[src/rtl/rv_uart_dbg_pkg.sv]
// Shared opcodes, reply codes, parser states and the reply bundle for the UART debug bridge.
// Optional trailing-checksum state exists only when UART_DBG_CHECKSUM_EN is defined.
package rv_uart_dbg_pkg;

    localparam logic [7:0] OP_WRITE = 8'h57;
    localparam logic [7:0] OP_READ  = 8'h52;
    localparam logic [7:0] OP_PING  = 8'h50;
    localparam logic [7:0] RSP_ACK  = 8'h06;
    localparam logic [7:0] RSP_NAK  = 8'h15;

    typedef enum logic [2:0] {
        ST_IDLE,
        ST_GET_ADDR,
        ST_GET_DATA,
`ifdef UART_DBG_CHECKSUM_EN
        ST_GET_CSUM,
`endif
        ST_BUS,
        ST_SEND
    } state_t;

    // Up to four reply bytes, sent LSB first, plus how many of them are valid.
    typedef struct packed {
        logic [31:0] bytes;
        logic [2:0]  cnt;
    } reply_t;

    function automatic int ADDR_BYTES(input int addr_w);
        return addr_w / 8;
    endfunction

endpackage

[src/rtl/rv_uart_dbg_txseq.sv]
// Reply sequencer: shifts out up to 4 loaded bytes as tx_start pulses, LSB first; done pulses with the last tx_start.
// Latency: first tx_start one cycle after load when the UART is idle.
// Backpressure: waits for !tx_busy before each byte and ignores tx_busy for 2 cycles after each pulse.
module rv_uart_dbg_txseq
    import rv_uart_dbg_pkg::*;
(
    input  logic       clk,
    input  logic       rst,
    input  logic       load,
    input  reply_t     reply,
    input  logic       tx_busy,
    output logic [7:0] tx_data,
    output logic       tx_start,
    output logic       done
);

    // Covers the pulse cycle plus the two cycles before the UART raises busy.
    localparam logic [1:0] HOLD = 2'd3;

    logic [31:0] shreg;
    logic [2:0]  remain;
    logic [1:0]  hold;
    logic        fire;

    assign fire = (remain != 3'd0) && (hold == 2'd0) && !tx_busy;

    always_ff @(posedge clk) begin
        if (rst) begin
            shreg    <= '0;
            remain   <= '0;
            hold     <= '0;
            tx_data  <= '0;
            tx_start <= 1'b0;
            done     <= 1'b0;
        end else begin
            tx_start <= 1'b0;
            done     <= 1'b0;
            if (hold != 2'd0)
                hold <= hold - 2'd1;
            if (load) begin
                shreg  <= reply.bytes;
                remain <= reply.cnt;
            end else if (fire) begin
                tx_data  <= shreg[7:0];
                tx_start <= 1'b1;
                shreg    <= shreg >> 8;
                remain   <= remain - 3'd1;
                hold     <= HOLD;
                done     <= (remain == 3'd1);
            end
        end
    end

endmodule

[src/rtl/rv_uart_dbg_bridge.sv]
// Serial debug bridge: parses host frames (WRITE/READ/PING) from rv_uart bytes into word bus accesses and replies; UART_DBG_CHECKSUM_EN adds a trailing XOR byte.
// Latency: reply begins one cycle after the last frame byte (PING/NAK) or after the mem_ready cycle (READ/WRITE).
// Backpressure: bytes stay in the UART outside parsing states; bus requests held until mem_ready; replies paced by tx_busy.
module rv_uart_dbg_bridge
    import rv_uart_dbg_pkg::*;
#(
    parameter int          ADDR_W  = 16,
    parameter logic [23:0] TIMEOUT = 24'd1000000,
    parameter logic [7:0]  VERSION = 8'h01
) (
    input  logic              clk,
    input  logic              rst,
    input  logic [7:0]        rx_data,
    input  logic              rx_valid,
    output logic              rx_clr,
    output logic [7:0]        tx_data,
    output logic              tx_start,
    input  logic              tx_busy,
    output logic [ADDR_W-1:0] mem_addr,
    output logic [31:0]       mem_wdata,
    output logic              mem_we,
    output logic              mem_re,
    input  logic [31:0]       mem_rdata,
    input  logic              mem_ready,
    output logic              err
);

    localparam int         AB      = ADDR_BYTES(ADDR_W);
    localparam logic [1:0] AB_LAST = 2'(AB - 1);
`ifdef UART_DBG_CHECKSUM_EN
    localparam state_t FRAME_END = ST_GET_CSUM;
`else
    localparam state_t FRAME_END = ST_BUS;
`endif

    state_t      state, state_nxt;
    logic [7:0]  opcode;
    logic [1:0]  byte_cnt;
    logic [23:0] tmo_cnt;
    logic        in_get, accept, tmo_hit, err_set, load, bus_go, tx_done;
    reply_t      reply;
`ifdef UART_DBG_CHECKSUM_EN
    logic [7:0]  csum_r;
`endif

    always_ff @(posedge clk) begin
        if (rst) state <= ST_IDLE;
        else     state <= state_nxt;
    end

    always_comb begin
        state_nxt   = state;
        load        = 1'b0;
        err_set     = 1'b0;
        reply.bytes = '0;
        reply.cnt   = 3'd1;
        in_get      = (state == ST_GET_ADDR) || (state == ST_GET_DATA)
`ifdef UART_DBG_CHECKSUM_EN
                      || (state == ST_GET_CSUM)
`endif
                      ;
        accept  = (in_get || state == ST_IDLE) && rx_valid && !rx_clr;
        tmo_hit = in_get && !accept && (TIMEOUT != 24'd0) && (tmo_cnt == TIMEOUT);
        case (state)
            ST_IDLE: if (accept) begin
                case (rx_data)
                    OP_WRITE, OP_READ: state_nxt = ST_GET_ADDR;
`ifdef UART_DBG_CHECKSUM_EN
                    OP_PING: state_nxt = ST_GET_CSUM;
`else
                    OP_PING: begin
                        state_nxt   = ST_SEND;
                        load        = 1'b1;
                        reply.bytes = {24'h0, VERSION};
                    end
`endif
                    default: begin
                        state_nxt   = ST_SEND;
                        load        = 1'b1;
                        reply.bytes = {24'h0, RSP_NAK};
                        err_set     = 1'b1;
                    end
                endcase
            end
            ST_GET_ADDR: if (accept && byte_cnt == AB_LAST)
                state_nxt = (opcode == OP_WRITE) ? ST_GET_DATA : FRAME_END;
            ST_GET_DATA: if (accept && byte_cnt == 2'd3)
                state_nxt = FRAME_END;
`ifdef UART_DBG_CHECKSUM_EN
            ST_GET_CSUM: if (accept) begin
                if (rx_data != csum_r) begin
                    state_nxt   = ST_SEND;
                    load        = 1'b1;
                    reply.bytes = {24'h0, RSP_NAK};
                    err_set     = 1'b1;
                end else if (opcode == OP_PING) begin
                    state_nxt   = ST_SEND;
                    load        = 1'b1;
                    reply.bytes = {24'h0, VERSION};
                end else begin
                    state_nxt = ST_BUS;
                end
            end
`endif
            ST_BUS: if (mem_ready) begin
                state_nxt   = ST_SEND;
                load        = 1'b1;
                reply.bytes = mem_we ? {24'h0, RSP_ACK} : mem_rdata;
                reply.cnt   = mem_we ? 3'd1 : 3'd4;
            end
            ST_SEND: if (tx_done) state_nxt = ST_IDLE;
            default: state_nxt = ST_IDLE;
        endcase
        if (tmo_hit) begin
            state_nxt = ST_IDLE;
            err_set   = 1'b1;
        end
        bus_go = (state_nxt == ST_BUS) && (state != ST_BUS);
    end

    always_ff @(posedge clk) begin
        if (rst) begin
            rx_clr    <= 1'b0;
            err       <= 1'b0;
            mem_we    <= 1'b0;
            mem_re    <= 1'b0;
            mem_addr  <= '0;
            mem_wdata <= '0;
            opcode    <= '0;
            byte_cnt  <= '0;
            tmo_cnt   <= '0;
`ifdef UART_DBG_CHECKSUM_EN
            csum_r    <= '0;
`endif
        end else begin
            rx_clr <= accept;
            err    <= err_set;
            if (state_nxt != state) byte_cnt <= '0;
            else if (accept)        byte_cnt <= byte_cnt + 2'd1;
            if (!in_get || accept || state_nxt != state) tmo_cnt <= '0;
            else                                         tmo_cnt <= tmo_cnt + 24'd1;
            if (accept) begin
`ifdef UART_DBG_CHECKSUM_EN
                csum_r <= (state == ST_IDLE) ? rx_data : (csum_r ^ rx_data);
`endif
                case (state)
                    ST_IDLE: opcode <= rx_data;
                    // Word-aligned: the two low address bits are dropped as they arrive.
                    ST_GET_ADDR: for (int i = 0; i < AB; i++)
                        if (byte_cnt == 2'(i))
                            mem_addr[8*i +: 8] <= (i == 0) ? {rx_data[7:2], 2'b00} : rx_data;
                    ST_GET_DATA: mem_wdata[{byte_cnt, 3'b000} +: 8] <= rx_data;
                    default: ;
                endcase
            end
            if (bus_go) begin
                mem_we <= (opcode == OP_WRITE);
                mem_re <= (opcode != OP_WRITE);
            end else if (mem_ready) begin
                mem_we <= 1'b0;
                mem_re <= 1'b0;
            end
        end
    end

    rv_uart_dbg_txseq u_txseq (
        .clk      (clk),
        .rst      (rst),
        .load     (load),
        .reply    (reply),
        .tx_busy  (tx_busy),
        .tx_data  (tx_data),
        .tx_start (tx_start),
        .done     (tx_done)
    );

endmodule

[config.mk]
export PLATFORM = sky130hd
export DESIGN_NAME = rv_uart_dbg_bridge
export DESIGN_NICKNAME = d
export VERILOG_FILES = /design/src/rtl/rv_uart_dbg_pkg.sv /design/src/rtl/rv_uart_dbg_txseq.sv /design/src/rtl/rv_uart_dbg_bridge.sv
export SDC_FILE = /design/constraint.sdc
export NUM_CORES = 1
export LEC_CHECK = 0
export CAP_MARGIN = 20
export CORE_ASPECT_RATIO = 1.2
export CORE_MARGIN = 3
export CORE_UTILIZATION = 30
export CTS_CLUSTER_SIZE = 8
export DETAILED_ROUTE_END_ITERATION = 10
export SETUP_SLACK_MARGIN = 0.4
export SYNTH_ARGS = -nofsm -noshare
export SYNTH_HDL_FRONTEND = slang
export SYNTH_SLANG_ARGS = --single-unit
[constraint.sdc]
create_clock -name clk -period 4.9 [get_ports clk]
set_input_delay 0.735 -clock clk [delete_from_list [all_inputs] [get_ports clk]]
set_output_delay 0.735 -clock clk [all_outputs]
set_load 0.01 [all_outputs]
Word-level counts from Yosys, hierarchy flattened
Cells that the tools add are included.

storage, ports and cells
  flip-flop bits (word level) = 134
  input port bits = 45
  output and inout bits = 61
  word-level logic and storage cells = 113

operators by class
  add/subtract/negate cells = 5
  equal/unequal tests = 16
  shift-type cells = 2
  mux-type cells = 36
  bitwise operators = 2
  reductions and logical operators = 35

operators with widths
  kind                                                                      count
  32-bit 2-to-1 mux                                                         3
  32-bit case mux with 2 select lines                                       1
  35-bit 2-to-1 mux                                                         1
  3-bit 2-to-1 mux                                                          11
  32-bit bitwise mux                                                        1
  8-bit by 7-bit equality test with 1-bit output (second input constant)    4
  8-bit by 7-bit variable shift with 32-bit output (first input constant)   1
  8-bit by 7-bit indexed part select with 32-bit output                     1
  24-bit by 1-bit adder with 24-bit output (second input constant)          1
  24-bit by 20-bit equality test with 1-bit output (second input constant)  1
  3-bit case mux with 5 select lines                                        1
  1-bit 2-to-1 mux                                                          12
  5-bit case mux with 2 select lines                                        1
  3-bit by 2-bit equality test with 1-bit output (second input constant)    3
  1-bit logical AND                                                         9
  8-bit by 7-bit != test with 1-bit output (second input constant)          1
  2-bit OR reduction                                                        4
  5-bit negator with 7-bit output                                           1
  3-bit by 1-bit equality test with 1-bit output (second input constant)    2
  2-bit 2-to-1 mux                                                          3
  2-bit AND reduction                                                       3
  3-bit AND reduction                                                       2
  2-bit nonzero test                                                        3
  3-bit OR reduction                                                        2
  other kinds (16)                                                          24

Logic depth before layout (Yosys ltp)
Gate-level depths: netlist of run 1.

  depth after elaboration = 12
  mapped depth = 9
  depth with buffers taken out = 7

Cells and area by module
A second synthesis of run 1 with hierarchy kept.

unflattened totals
  cells, all modules = 756
  area total of the unflattened synthesis = 6581.3 µm²

modules (own cells, without submodules)
  module              times used  cells each  area each (µm²)  sequential area each (µm²)
  rv_uart_dbg_bridge  1           497         4325.4           1741.7
  rv_uart_dbg_txseq   1           259         2255.9           940.9

Least setup slack after synthesis of run 1
OpenSTA, ideal clock, no wires.

  kind = input to register
  start = input port rx_valid
  end = register tmo_cnt[14]
  setup time = 0.121 ns
  arrival = 2.146 ns
  required time = 4.779 ns
  slack = 2.633 ns
  stages on the path = 6
  buffers on the path = 1
  cells stage by stage = nor2b_1 > or3_1 > or3_1 > a21oi_2 > buf_4 > nor4_2

on the way
  cells in the longest elaborated chain, start to end = 9
  elaborated cells between the ends (all ways) = 16
  those cells by class = 1 x eq/ne; 5 x mux; 10 x reduce/logical

ends and longest elaborated chain
  item                                                                            line                                                source
  start, declared                                                                 rv_uart_dbg_bridge.sv:14                            input logic rx_valid,
  1-bit logical AND * (2 in series)                                               rv_uart_dbg_bridge.sv:62                            accept = (in_get || state == ST_IDLE) && rx_valid && !rx_clr;
  1-bit logical AND, or another cell as far along                                 rv_uart_dbg_bridge.sv:87                            ST_GET_DATA: if (accept && byte_cnt == 2'd3)
  3-bit 2-to-1 mux, or another cell as far along                                  rv_uart_dbg_bridge.sv:87
  3-bit case mux with 5 select lines / 1-bit logical AND (equally long branches)  rv_uart_dbg_bridge.sv:64, rv_uart_dbg_bridge.sv:63
  3-bit 2-to-1 mux                                                                rv_uart_dbg_bridge.sv:114                           if (tmo_hit) begin
  3-bit != test                                                                   rv_uart_dbg_bridge.sv:140                           if (!in_get || accept || state_nxt != state) tmo_cnt <= '0;
  1-bit logical OR *                                                              rv_uart_dbg_bridge.sv:140
  2-bit OR reduction (no line) *                                                  --
  end signal, assigned                                                            rv_uart_dbg_bridge.sv:141                           else tmo_cnt <= tmo_cnt + 24'd1;
  end, declared                                                                   rv_uart_dbg_bridge.sv:39                            logic [23:0] tmo_cnt;

Mark *: on every way between the ends. The rest lies on a longest branch, timed or not.
A chain may end at the register's enable or synchronous reset.

Final worst setup path of run 1
  start = input port rx_data[5]
  end = register u_txseq.tx_data[0]

on the way
  cells in the longest elaborated chain, start to end = 7
  elaborated cells between the ends (all ways) = 8
  those cells by class = 2 x eq/ne; 3 x mux; 1 x bitwise; 2 x reduce/logical

ends and longest elaborated chain
  item                                            line                      source
  start, declared                                 rv_uart_dbg_bridge.sv:13  input logic [7:0] rx_data,
  8-bit by 7-bit equality test with 1-bit output  rv_uart_dbg_bridge.sv:66  case (rx_data)
  2-bit OR reduction *                            --
  1-bit 2-to-1 mux *                              rv_uart_dbg_bridge.sv:66
  1-bit 2-to-1 mux *                              rv_uart_dbg_bridge.sv:65  ST_IDLE: if (accept) begin
  1-bit case mux with 2 select lines *            rv_uart_dbg_bridge.sv:64  case (state)
  1-bit NOT (no line) *                           --
  2-bit AND reduction (no line) *                 --
  end signal, assigned                            rv_uart_dbg_txseq.sv:44   tx_data <= shreg[7:0];
  end, declared                                   rv_uart_dbg_txseq.sv:12   output logic [7:0] tx_data,

Marked as above.

==> flow_summary.yaml, run 1 <==
sta:
  skew_ns: 0.00518
  period_share_pct: 61.2
  setup-tns-final_ns: 0
  worstMarginPinSlew_ns: 1.05
  rsz0062_at_grt: "false"
  min_period_ns: 3.00
  clock.fmax_mhz: 333
  setup-violations-final: 0
  finalHoldViolCount: 0
  relSlewSlack_pct: 29.7
  worst_hold_slack_ns: 0.450
  final_max_slew_viol_count: 0
cells_and_area:
  final_cell_mix: "dfxtp_1 (134), clkdlybuf4s50_1 (102), nor2_1 (83), nand2_1 (64), nand3_1 (46)"
  final_core_util_pct: 40.3
  final_common_cell: "dfxtp_1"
  diodes: 0
  layout-drive-gt1-share_pct: 8.45
  final_nets: 778
  stdcell_count: 990
  area_growth_pct: 30.6
flow_run:
  drv_cap: 0
synth:
  avgSynthCellArea_um2: 9.10
  yosysUniqueCellTypes: 60
  synth_edf_count: 0
  synthTopCellsByArea: "dfxtp_1 (46%), mux2i_1 (7.7%), nor2_1 (5.4%)"
  synth_cells: 644
  yosys_warnings: 0
  syn_area_mm2: 0.00586
  synth_top_area_share_pct: 45.8
  synth-seq-cells: 134
  ys_seq_area_share_pct: 45.8
  synth_top_area_cell: "dfxtp_1"
  ys.flop_type: "dfxtp_1"
  async_reset_ff_share_pct: 0
clock_tree:
  clk_path_buf_depth: 2
  h-tree-depth: 4
  hold_buffers: 0
  numCtsBuffers: 17
  ctsResizeCount: 0
  cts-root-buf: "clkbuf_16"
  worst_skew_pair.late_latency_ns: 0.42
  clock_sinks: 134
  path_clk_slew_ns: 0.06
  cts_setup_buffers: 0
  tritoncts: "done"
detailed_routing:
  routed_via_density: 4.82
  route.detailed.drc: 0
  first_pass_iters: 5
  ant_nets: 0
  vias: 4775
  drtIter0Drc: 444
  wl_per_cell_um: 15.0
  routed_wl_um: 14900
setup_path:
  r2r_setup_slack_ns: 2.23
  start_kind: "input pin"
  critPathRequiredTime_ns: 5.15
  r2r-start: "u_txseq.remain[0]"
  critPathKind: "in2reg"
  reg2reg_to: "u_txseq.tx_data[0]"
  endpoint_kind: "flop"
  arrival_ns: 3.25
  worstPathMaxFanout: 9
  reg2regPathDepth: 7
global_routing:
  grt_max_degree: 103
  grt_pass1_vias: 4625
  grt_pass1_wl_um: 24300
  grt_usage_pct: 13.9
  antenna_found_initial: 0
  grt_overflow: 0
pwr:
  powerDensity_mw_per_mm2: 352
  design_power_total_mw: 2.70
  ir_drop_mv: 0.233
  leakagePower_nw: 2.58
placed_design:
  io_buffers: 103
  routabilityCongestion: 0.773
  dp.cells: 959
  hpwl_um: 10100
floorplanning:
  io_pins: 106
  fp-row-count: 55
  dieArea_mm2: 0.0213
  fp.dieW_um: 134
  die_h_um: 159
  initial_core_util_pct: 30.9
  core_mm2: 0.0190
hold_path:
  min_to: "mem_wdata[12]"
  min_delay_path_depth: 2
  holdCritPathClass: "reg2reg"
  hold_start: "mem_wdata[12]"
outcome:
  outcome: "finished clean"
[worst max-delay path: stages]
cell             delay [ns]
clkdlybuf4s50_1        0.63
and4bb_1               0.41
nand4_2                0.23
a211oi_2               0.92
mux2i_1                0.27
nor2_1                 0.06
[kinds of logic after synthesis]
| family | count (synthesis) | share of synthesized area, % |
|---|---|---|
| xor+xnor | 25 | 3.73 |
| buf+inv | 58 | 4.57 |
| mux | 46 | 7.87 |
| fa+ha+maj | 11 | 2.35 |
| simple gates | 268 | 24.0 |
| other cells | 1 | 0.0640 |
| compound gates | 101 | 11.7 |
| flops | 134 | 45.8 |
[layout make-up]
cell class,instances,area (µm²)
fillers,1920,11300
multi-input cells,453,2930
flip-flops and latches,134,2680
repair buffers,107,1060
clock buffers,19,453
well taps,256,320
clock inverters,12,178
inverters,9,33.8
[registers in the layout (all words and copies together), names as in the netlist]
register and flops:
u_txseq.shreg 32, mem_addr 14, u_txseq.remain 3, mem_re 1
mem_wdata 32, tmo_cnt 24, rx_clr 1, u_txseq.hold 2
u_txseq.tx_data 8, opcode 8, state 3, u_txseq.tx_start 1
mem_we 1, byte_cnt 2, u_txseq.done 1, err 1
[Yosys cell counts, types with 4 or more instances]
| cell | number |
|---|---|
| and3_1 | 8 |
| a21oi_1 | 45 |
| a2bb2oi_1 | 20 |
| dfxtp_1 | 134 |
| clkbuf_1 | 27 |
| nand3_1 | 46 |
| ha_1 | 11 |
| o21ai_0 | 5 |
| xnor2_1 | 10 |
| xor2_1 | 15 |
| a31oi_1 | 5 |
| inv_1 | 9 |
| buf_4 | 4 |
| nor2_1 | 84 |
| a22oi_1 | 8 |
| mux2i_1 | 45 |
| nand4_1 | 10 |
| nor4_2 | 12 |
| nand2_1 | 64 |
| buf_2 | 16 |
| nor3b_1 | 4 |
| nor4b_1 | 4 |
[where the power goes]
group / internal (mW) / switching [mW]
clock: 0.874 / 0.475
combinational: 0.101 / 0.121
sequential: 1.11 / 0.0157
[per-layer routing]
layer	part of all wire [%]	global-route usage, %	vias to the layer above
met4	1.7	4.26	0
met1	45	17.6	2220
met3	6.2	4.74	25
li1	-	-	2406
met2	47	22.4	124
met5	0	0	-
[metrics by stage]
stage | setup slack, ns | area, µm²
2_1_floorplan | 2.63 | 5870
3_3_place_gp | 1.53 | 7030
3_5_place_dp | 1.48 | 7030
4_1_cts | 1.92 | 7660
5_1_grt | 1.75 | 7660
6_report | 1.90 | 7660
[how the worst max path moves through the flow]
stage                     from                 end  slack, ns  cells past startpoint
global placement    rx_data[6]  u_txseq.tx_data[7]       1.53                      6
CTS                 rx_data[6]  u_txseq.tx_data[0]       1.92                      6
floorplan             rx_valid         tmo_cnt[14]       2.63                      6
detailed placement  rx_data[6]  u_txseq.tx_data[3]       1.48                      6
global route        rx_data[5]  u_txseq.tx_data[0]       1.75                      6
finish              rx_data[5]  u_txseq.tx_data[0]       1.90                      6
Power figures use the tool's default switching activity.
==> run 2, diff against run 1 <==
==> constraint.sdc (replaced) <==
create_clock -name clk -period 2.4 [get_ports clk]
set_input_delay 0.36 -clock clk [delete_from_list [all_inputs] [get_ports clk]]
set_output_delay 0.36 -clock clk [all_outputs]
set_load 0.01 [all_outputs]
==> flow_summary.yaml, run 2 (synthesis results as in run 1) <==
outcome:
  outcome: "finished clean"
placed_design:
  pre_cts_ws_ns: -0.296
  routabilityCongestion: 0.759
  io_buffers: 103
  hpwl_um: 10400
setup_path:
  critPathBufInv: 2
  critPathKind: "reg2reg"
  worstPathMaxFanout: 12
  critPathRequiredTime_ns: 2.71
  cp_slowest_cell: "or4_4"
  critPathMaxStageDelay_ns: 0.55
  endpoint_kind: "flop"
  start_kind: "flop"
  path_delay_family: "simple AND/OR/NAND/NOR gates"
  arrival_ns: 2.25
  critical_path.cell_chain: "buf_6 -> or4_4 -> o2111ai_4 -> a21oi_4 -> buf_12 -> nor4_1"
clock_tree:
  worst_skew_pair.late_latency_ns: 0.42
  cts-root-buf: "clkbuf_16"
  tritoncts: "done"
  hold_buffers: 0
  numCtsBuffers: 17
  clk_path_buf_depth: 2
  path_clk_slew_ns: 0.06
  clock_sinks: 134
  h-tree-depth: 4
sta:
  skew_ns: 0.00741
  final_max_slew_viol_count: 0
  worstMarginPinSlew_ns: 0.620
  rsz0062_at_grt: "true"
  relSlewSlack_pct: 58.7
  worst_hold_slack_ns: 0.270
  setup-tns-final_ns: 0
  finalHoldViolCount: 0
  clock.fmax_mhz: 517
  period_share_pct: 80.7
  setup-violations-final: 0
  min_period_ns: 1.94
  layout_setup_ws_ns: 0.464
cells_and_area:
  diodes: 0
  layout-drive-gt1-share_pct: 16.3
  final_nets: 824
  final_common_cell: "dfxtp_1"
  final_core_util_pct: 43.6
  top_regs: "mem_wdata x32, u_txseq.shreg x32, tmo_cnt x24"
  nFillCells: 1907
  area_growth_pct: 41.2
  final_cell_mix: "dfxtp_1 (130), clkdlybuf4s50_1 (101), nor2_1 (83), nand2_1 (64), nand3_1 (46)"
floorplanning:
  initial_core_util_pct: 30.9
  fp-row-count: 55
  core_mm2: 0.0190
  io_pins: 106
  die_h_um: 159
  dieArea_mm2: 0.0213
  fp.dieW_um: 134
detailed_routing:
  ant_nets: 0
  first_pass_iters: 4
  route.detailed.drc: 0
  routed_via_density: 4.75
  routed_wl_um: 15200
  vias: 4925
  wl_per_cell_um: 14.7
  drtIter0Drc: 291
global_routing:
  antenna_found_initial: 0
  grt_pass1_wl_um: 24200
  grt_overflow: 0
  grt_usage_pct: 14.0
  grt_max_degree: 60
  grt_pass1_vias: 4734
flow_run:
  drv_cap: 0
pwr:
  switching_share_pct: 22.8
  leakagePower_nw: 2.90
  pwr-share-seq_pct: 40.5
  p_switching_mw: 1.29
  internal_power_mw: 4.37
  comb_power_share_pct: 10.0
  powerDensity_mw_per_mm2: 684
  ir_drop_mv: 0.489
  pwr-share-clk_pct: 49.5
hold_path:
  holdCritPathClass: "in2reg"
-- run 2: cell types whose count changed in the layout (fill, tap and decap cells not counted), moves of 3 or more --
cell / previous run / this run
buf_4: 5 / 39
inv_1: 9 / 6
dfxtp_2: 0 / 3
dfxtp_1: 134 / 130
buf_12: 0 / 5
buf_6: 0 / 6
inv_2: 0 / 3
-- run 2: final timing paths --
| check | slack (ns) | depth (start not counted) | end | startpoint |
|---|---|---|---|---|
| setup / recovery | 0.46 | 6 | tmo_cnt[2] | state[2] |
| hold / removal | 0.27 | 2 | u_txseq.remain[0] | rst |
| setup reg to reg | 0.46 | 6 | tmo_cnt[2] | state[2] |
| hold reg to reg | 0.45 | 2 | mem_wdata[4] | mem_wdata[4] |
-- run 2: layout make-up --
| class | count | area [µm²] | area share (%) |
|---|---|---|---|
| Multi-Input combinational cell | 453 | 3080 | 37.3 |
| Sequential cell | 134 | 2690 | 32.5 |
| Timing Repair Buffer | 153 | 1510 | 18.2 |
| Clock buffer | 21 | 470 | 5.68 |
| Tap cell | 256 | 320 | 3.87 |
| Clock inverter | 11 | 171 | 2.07 |
| Inverter | 9 | 33.8 | 0.408 |
-- run 2: power by group through the flow --
| stage | logic [mW] | clock network, mW | registers (mW) |
|---|---|---|---|
| final | 0.565 | 2.81 | 2.29 |
| after global routing | 0.610 | 2.96 | 2.30 |
| after CTS | 0.557 | 2.87 | 2.29 |
| after detailed placement | 0.517 | 0 | 2.34 |
| after global placement | 0.518 | 0 | 2.34 |
| after floorplan | 0.303 | 0 | 2.33 |
-- run 2: per-stage QoR --
stage          instance area (µm²)  power, mW  instances
5_1_grt                       8280       5.87       1037
4_1_cts                       8100       5.72       1035
3_3_place_gp                  7370       2.86        998
6_report                      8280       5.67       1037
3_5_place_dp                  7370       2.86        998
2_1_floorplan                 5870       2.64        645
-- run 2: per-layer routing --
metal | global-route usage (%) | share of wire, % | vias to the layer above
met3 | 3.67 | 4.8 | 18
li1 | - | - | 2516
met1 | 17.6 | 46 | 2283
met5 | 0 | 0 | -
met4 | 4.49 | 1.4 | 0
met2 | 23.5 | 48 | 108
-- run 2: what timing repair did --
| item | CTS | global route |
|---|---|---|
| endpoints found under the setup margin | 20 | 39 |
| pin swaps | 4 | 4 |
| cloned | 1 | 1 |
| resized for setup | 13 | 26 |
| setup buffers | 4 | 1 |
| hold endpoints to repair | 0 | 0 |
